==> config.mk <==
export PLATFORM = sky130hd
export DESIGN_NAME = bgr_stream_framer
export DESIGN_NICKNAME = d
export VERILOG_FILES = /design/src/rtl/bgr_pkg.sv /design/src/rtl/bgr_key_compare.sv /design/src/rtl/bgr_stream_framer.sv
export SDC_FILE = /design/constraint.sdc
export NUM_CORES = 1
export LEC_CHECK = 0
export CAP_MARGIN = 5
export CELL_PAD_IN_SITES_DETAIL_PLACEMENT = 1
export CELL_PAD_IN_SITES_GLOBAL_PLACEMENT = 1
export CORE_ASPECT_RATIO = 0.6
export CORE_UTILIZATION = 40
export CTS_BUF_LIST = sky130_fd_sc_hd__clkbuf_8
export DETAILED_ROUTE_END_ITERATION = 8
export PLACE_DENSITY = 0.76
export SETUP_SLACK_MARGIN = 0.1
export SKIP_CTS_REPAIR_TIMING = 1
export SYNTH_ARGS = -nofsm -noshare
export SYNTH_HDL_FRONTEND = slang
export SYNTH_SLANG_ARGS = --single-unit
==> constraint.sdc <==
create_clock -name i_CLK -period 6.2 [get_ports i_CLK]
set_clock_uncertainty 0.15 [all_clocks]
set_input_delay 1.86 -clock i_CLK [delete_from_list [all_inputs] [get_ports i_CLK]]
set_output_delay 1.86 -clock i_CLK [all_outputs]
set_load 0.05 [all_outputs]
==> src/rtl/bgr_pkg.sv <==
// Shared types for the BGR chroma-key stream framer: pixel modes, control states, per-pixel tags.
// Holds no logic. Nothing here adds latency or has a backpressure role.
package bgr_pkg;

    typedef enum logic [1:0] {
        PASS = 2'b00,
        KEY  = 2'b01,
        MASK = 2'b10,
        RSVD = 2'b11
    } mode_e;

    typedef enum logic [1:0] {
        IDLE   = 2'b00,
        STREAM = 2'b01,
        FINISH = 2'b10
    } state_e;

    localparam int DEF_IMG_WIDTH  = 320;
    localparam int DEF_IMG_HEIGHT = 20;

    // Per-pixel tags carried alongside the data through both pipeline stages
    typedef struct packed {
        logic last;
        logic user;
        logic eof;
    } meta_t;

    function automatic int cnt_width(input int n);
        return (n > 1) ? $clog2(n) : 1;
    endfunction

endpackage

==> src/rtl/bgr_key_compare.sv <==
// Per-channel key match: |pix - key| <= thresh on every channel, using an extra bit so nothing overflows.
// Purely combinational with zero latency. It has no flow control of its own.
module bgr_key_compare #(
    parameter int DATA_WIDTH = 24
) (
    input  logic [DATA_WIDTH-1:0]   pix,
    input  logic [DATA_WIDTH-1:0]   key,
    input  logic [DATA_WIDTH/3-1:0] thresh,
    output logic                    match
);

    localparam int CH_W = DATA_WIDTH / 3;

    logic [2:0] ch_ok;

    for (genvar c = 0; c < 3; c++) begin : g_ch
        logic [CH_W:0] p;
        logic [CH_W:0] k;
        logic [CH_W:0] d;

        assign p        = {1'b0, pix[c*CH_W +: CH_W]};
        assign k        = {1'b0, key[c*CH_W +: CH_W]};
        assign d        = (p >= k) ? (p - k) : (k - p);
        assign ch_ok[c] = (d <= {1'b0, thresh});
    end

    assign match = &ch_ok;

endmodule

==> src/rtl/bgr_stream_framer.sv <==
// Frames a pixel stream into rows and frames, applying pass, key-replace or mask. Latency is 2 cycles.
// A stalled output freezes both stages, and S_AXIS_READY follows M_AXIS_READY combinationally.
module bgr_stream_framer
    import bgr_pkg::*;
#(
    parameter int DATA_WIDTH = 24,
    parameter int IMG_WIDTH  = DEF_IMG_WIDTH,
    parameter int IMG_HEIGHT = DEF_IMG_HEIGHT
) (
    input  logic                    i_CLK,
    input  logic                    i_RSTn,
    input  logic                    i_START_STREAM,
    input  logic [1:0]              i_MODE,
    input  logic [DATA_WIDTH-1:0]   i_KEY_COLOR,
    input  logic [DATA_WIDTH/3-1:0] i_THRESH,
    input  logic [DATA_WIDTH-1:0]   i_FILL_COLOR,
    input  logic [DATA_WIDTH-1:0]   S_AXIS_DATA,
    input  logic                    S_AXIS_VALID,
    output logic                    S_AXIS_READY,
    output logic [DATA_WIDTH-1:0]   M_AXIS_DATA,
    output logic                    M_AXIS_VALID,
    input  logic                    M_AXIS_READY,
    output logic                    M_AXIS_LAST,
    output logic                    M_AXIS_USER,
    output logic                    o_FRAME_DONE,
    output logic                    o_BUSY
);

    localparam int CH_W  = DATA_WIDTH / 3;
    localparam int COL_W = cnt_width(IMG_WIDTH);
    localparam int ROW_W = cnt_width(IMG_HEIGHT);
    localparam logic [COL_W-1:0] COL_LAST = COL_W'(IMG_WIDTH - 1);
    localparam logic [ROW_W-1:0] ROW_LAST = ROW_W'(IMG_HEIGHT - 1);

    state_e                state;
    logic [COL_W-1:0]      col;
    logic [ROW_W-1:0]      row;

    mode_e                 cfg_mode;
    logic [DATA_WIDTH-1:0] cfg_key;
    logic [DATA_WIDTH-1:0] cfg_fill;
    logic [CH_W-1:0]       cfg_thresh;

    logic                  s1_vld;
    logic [DATA_WIDTH-1:0] s1_dat;
    meta_t                 s1_meta;
    mode_e                 s1_mode;

    logic                  s2_vld;
    logic [DATA_WIDTH-1:0] s2_dat;
    meta_t                 s2_meta;

    logic                  advance;
    logic                  in_xfer;
    logic                  at_origin;
    logic                  at_eol;
    logic                  at_eof;
    logic                  s1_match;
    mode_e                 frame_mode;
    logic [DATA_WIDTH-1:0] result;

    assign advance      = !s2_vld || M_AXIS_READY;
    assign S_AXIS_READY = (state == STREAM) && advance;
    assign in_xfer      = S_AXIS_VALID && S_AXIS_READY;

    assign at_origin  = (col == '0) && (row == '0);
    assign at_eol     = (col == COL_LAST);
    assign at_eof     = at_eol && (row == ROW_LAST);
    // The first pixel of a frame must use the mode being latched with it, not the stale one
    assign frame_mode = at_origin ? mode_e'(i_MODE) : cfg_mode;

    always_ff @(posedge i_CLK) begin
        if (!i_RSTn) begin
            state <= IDLE;
        end else begin
            case (state)
                IDLE: begin
                    if (i_START_STREAM)
                        state <= STREAM;
                end
                STREAM: begin
                    if (in_xfer && at_eof && !i_START_STREAM)
                        state <= FINISH;
                end
                FINISH: begin
                    if (!s1_vld && !s2_vld)
                        state <= IDLE;
                end
                default: state <= IDLE;
            endcase
        end
    end

    always_ff @(posedge i_CLK) begin
        if (!i_RSTn) begin
            col        <= '0;
            row        <= '0;
            cfg_mode   <= PASS;
            cfg_key    <= '0;
            cfg_fill   <= '0;
            cfg_thresh <= '0;
        end else if (in_xfer) begin
            if (at_origin) begin
                cfg_mode   <= mode_e'(i_MODE);
                cfg_key    <= i_KEY_COLOR;
                cfg_fill   <= i_FILL_COLOR;
                cfg_thresh <= i_THRESH;
            end
            if (at_eol) begin
                col <= '0;
                row <= (row == ROW_LAST) ? '0 : row + ROW_W'(1);
            end else begin
                col <= col + COL_W'(1);
            end
        end
    end

    bgr_key_compare #(
        .DATA_WIDTH (DATA_WIDTH)
    ) u_key_compare (
        .pix    (s1_dat),
        .key    (cfg_key),
        .thresh (cfg_thresh),
        .match  (s1_match)
    );

    always_comb begin
        result = s1_dat;
        case (s1_mode)
            KEY:     if (s1_match) result = cfg_fill;
            MASK:    result = s1_match ? '0 : '1;
            default: result = s1_dat;
        endcase
    end

    // Both stages move together, so a stall at the output holds every in-flight pixel in place
    always_ff @(posedge i_CLK) begin
        if (!i_RSTn) begin
            s1_vld  <= 1'b0;
            s1_dat  <= '0;
            s1_meta <= '0;
            s1_mode <= PASS;
            s2_vld  <= 1'b0;
            s2_dat  <= '0;
            s2_meta <= '0;
        end else if (advance) begin
            s1_vld <= in_xfer;
            if (in_xfer) begin
                s1_dat       <= S_AXIS_DATA;
                s1_meta.last <= at_eol;
                s1_meta.user <= at_origin;
                s1_meta.eof  <= at_eof;
                s1_mode      <= frame_mode;
            end
            s2_vld <= s1_vld;
            if (s1_vld) begin
                s2_dat  <= result;
                s2_meta <= s1_meta;
            end
        end
    end

    assign M_AXIS_VALID = s2_vld;
    assign M_AXIS_DATA  = s2_dat;
    assign M_AXIS_LAST  = s2_meta.last;
    assign M_AXIS_USER  = s2_meta.user;
    assign o_FRAME_DONE = s2_vld && M_AXIS_READY && s2_meta.eof;
    assign o_BUSY       = (state != IDLE);

endmodule

==> out/results.ini <==
[run_status]
status = finished, final reports clean

[synth]
ys_ff_latch = 132
synth_edf_count = 0
synth_area_um2 = 8562
synthXorXnorAreaFrac_pct = 2.557
synth_top_cell_by_area = dfxtp_1
synthArstFlopShare_pct = 0
synth-simple-area-share_pct = 18.76
synth_top_area_share_pct = 30.86
ys.flop_type = dfxtp_1
synth_top_family_by_area = compound AO/OA/AOI/OAI gates
ys_types = 63
synth.yosys.warnings = 0
synth_seq_area_share_pct = 30.86
syn_inst = 1068
avgSynthCellArea_um2 = 8.017
synth_mux_area_share_pct = 6.868
synth_compound_area_share_pct = 21.04
ys_top_cells_by_area = dfxtp_1, ha_1, nand2_1
synthAdderAreaFrac_pct = 12.80
synth_nets = 1239

[clock_tree]
cts_buffer_depth = 2
clk_latency_ps = 480
cts_inserted_buffers = 17
cts_root_buf = clkbuf_8
cts_tree = done
cts_max_level = 4
path_clk_slew_ps = 90
cts.sink_count = 132

[worst_setup_path]
endpoint_kind = output pin
arrival_ps = 3610
start_kind = input port
critPathMaxFanout = 4
path_class = input port to output pin
required_ps = 4190

[die]
rows = 41
start_util_pct = 40.81
ios = 117
dieArea_um2 = 22010
fp.dieW_um = 190.9
die_h_um = 115.3
fp.coreArea_um2 = 20980

[grt]
grt_pass1_wl_um = 45200
grt_pass1_vias = 7929
use_met1_pct = 42.67
grt_max_degree = 85
antenna_found_initial = 0
overflow = 0
track_usage_pct = 26.83
grt_util_met3_pct = 5.617
grt_busiest_layer = met1
met2_usage_pct = 36.06

[sta]
fmax_mhz = 177.9
finalMaxSlewViolations = 0
tightestPinTransition_ps = 997.2
post-route-period-util_pct = 90.66
min_period_ps = 5621
fin_tns_setup_ps = 0
holdWs_ps = 307.8
grt_setup_unrepaired = false
hold_violations = 0
setup_violations = 0
maxSlewHeadroom_pct = 33.52

[pwr]
total_power_mw = 2.552
ir_drop_v = 0.0001597
powerDensity_nw_per_um2 = 247.3
leakage_nw = 3.716

[place]
dp.cells = 1405
gp_congestion = 0.9278
port_buffers = 116
dpl.hpwl_um = 21440

[finish]
final_nets = 1316
area_growth_pct = 20.52
final_cell_mix = nand2_1, dfxtp_1, a21oi_1, clkdlybuf4s50_1, inv_1
fill_cells = 2546
n_antenna_cell = 0
drive_above_1_share_pct = 8.031
final_common_cell = nand2_1
instances_no_fill = 1437

[drt]
ant_nets = 0
viasPerCell = 5.653
dr.pass1.iters = 5
wirelength_um = 28530
num_vias = 8123
drtIter0Drc = 695
drc = 0
wl_per_cell_um = 19.86

[run]
maxCapViolCount = 0

[hold_path]
hold_class = flip-flop to flip-flop

==> critical path, stage by stage <==
cell             delay (ps)
clkdlybuf4s50_1         500
nor2b_1                 120
nor3_1                  270
clkdlybuf4s50_1         870
==> final cells by class <==
cell class | instances | area, um2 | share of cell area (%)
sequential | 132 | 2643 | 25.61
inverter | 79 | 297.8 | 2.886
clock buffer | 21 | 289.0 | 2.801
multi-input combinational | 785 | 5330 | 51.66
timing repair buffer | 130 | 1261 | 12.22
tap | 279 | 349.1 | 3.383
clock inverter | 11 | 148.9 | 1.443
==> state kept, by name, indices dropped and copies added (netlist names), 2 cells and up <==
name,flops
M_AXIS_DATA,24
cfg_fill,24
cfg_key,24
s1_dat,24
col,9
cfg_thresh,8
row,5
s1_meta,3
cfg_mode,2
s1_mode,2
state,2
==> stage by stage <==
step | utilization, % | area [um2] | setup slack [ps]
after floorplan | - | 8562 | 1145
after global placement | 47.09 | 9881 | 663.4
after detailed placement | 47.09 | 9881 | 571.8
after CTS | 49.18 | 10320 | 562.6
after global routing | 49.18 | 10320 | 223.7
final | 49.18 | 10320 | 579.2
==> synthesized netlist by cell type, types with 4 or more instances <==
| cell | count |
|---|---|
| clkbuf_1 | 52 |
| buf_1 | 7 |
| mux2_2 | 13 |
| inv_1 | 78 |
| nand2b_1 | 4 |
| nor4_1 | 5 |
| a21oi_1 | 121 |
| nand2_1 | 193 |
| a21o_1 | 13 |
| dfxtp_1 | 132 |
| o2111ai_1 | 25 |
| o211ai_1 | 5 |
| nor2_1 | 28 |
| fa_1 | 6 |
| buf_6 | 4 |
| o21a_1 | 9 |
| o21ai_0 | 49 |
| nand4_1 | 11 |
| a31oi_1 | 7 |
| xor2_1 | 12 |
| buf_2 | 7 |
| ha_1 | 78 |
| nand4b_1 | 24 |
| a211oi_1 | 8 |
| nor2b_1 | 11 |
| nand3_1 | 35 |
| xnor2_1 | 13 |
| mux2i_1 | 13 |
| nor3_1 | 12 |
| mux2_4 | 20 |
| o31ai_1 | 25 |
==> worst paths after layout <==
path | start | end | slack [ps] | depth (start not counted)
max | M_AXIS_READY | S_AXIS_READY | 580 | 4
min | cfg_fill[4] | cfg_fill[4] | 310 | 2
max reg2reg | cfg_key[9] | M_AXIS_DATA[0] | 660 | 20
min reg2reg | cfg_fill[4] | cfg_fill[4] | 310 | 2
==> routing by layer <==
layer,routed length [um],up-vias
li1,-,3907
met1,15680,3981
met2,10960,217
met3,1732,18
met4,162,0
met5,0,-
==> cells by family (layout without fill, tap and decap cells) <==
logic type      Yosys count  after routing
simple gates            343            343
compound gates          286            286
buf+inv                 151            241
flops                   132            132
fa+ha+maj                84             84
mux                      47             47
xor+xnor                 25             25
==> power by group <==
group / leakage, nW / switching, mW / total (mW) / internal [mW]
sequential: 1.07 / 0.0350 / 0.915 / 0.880
combinational: 2.42 / 0.465 / 0.815 / 0.349
clock: 0.226 / 0.379 / 0.822 / 0.443
total: 3.72 / 0.879 / 2.55 / 1.67
No activity file was read; power rests on OpenSTA's default activity.
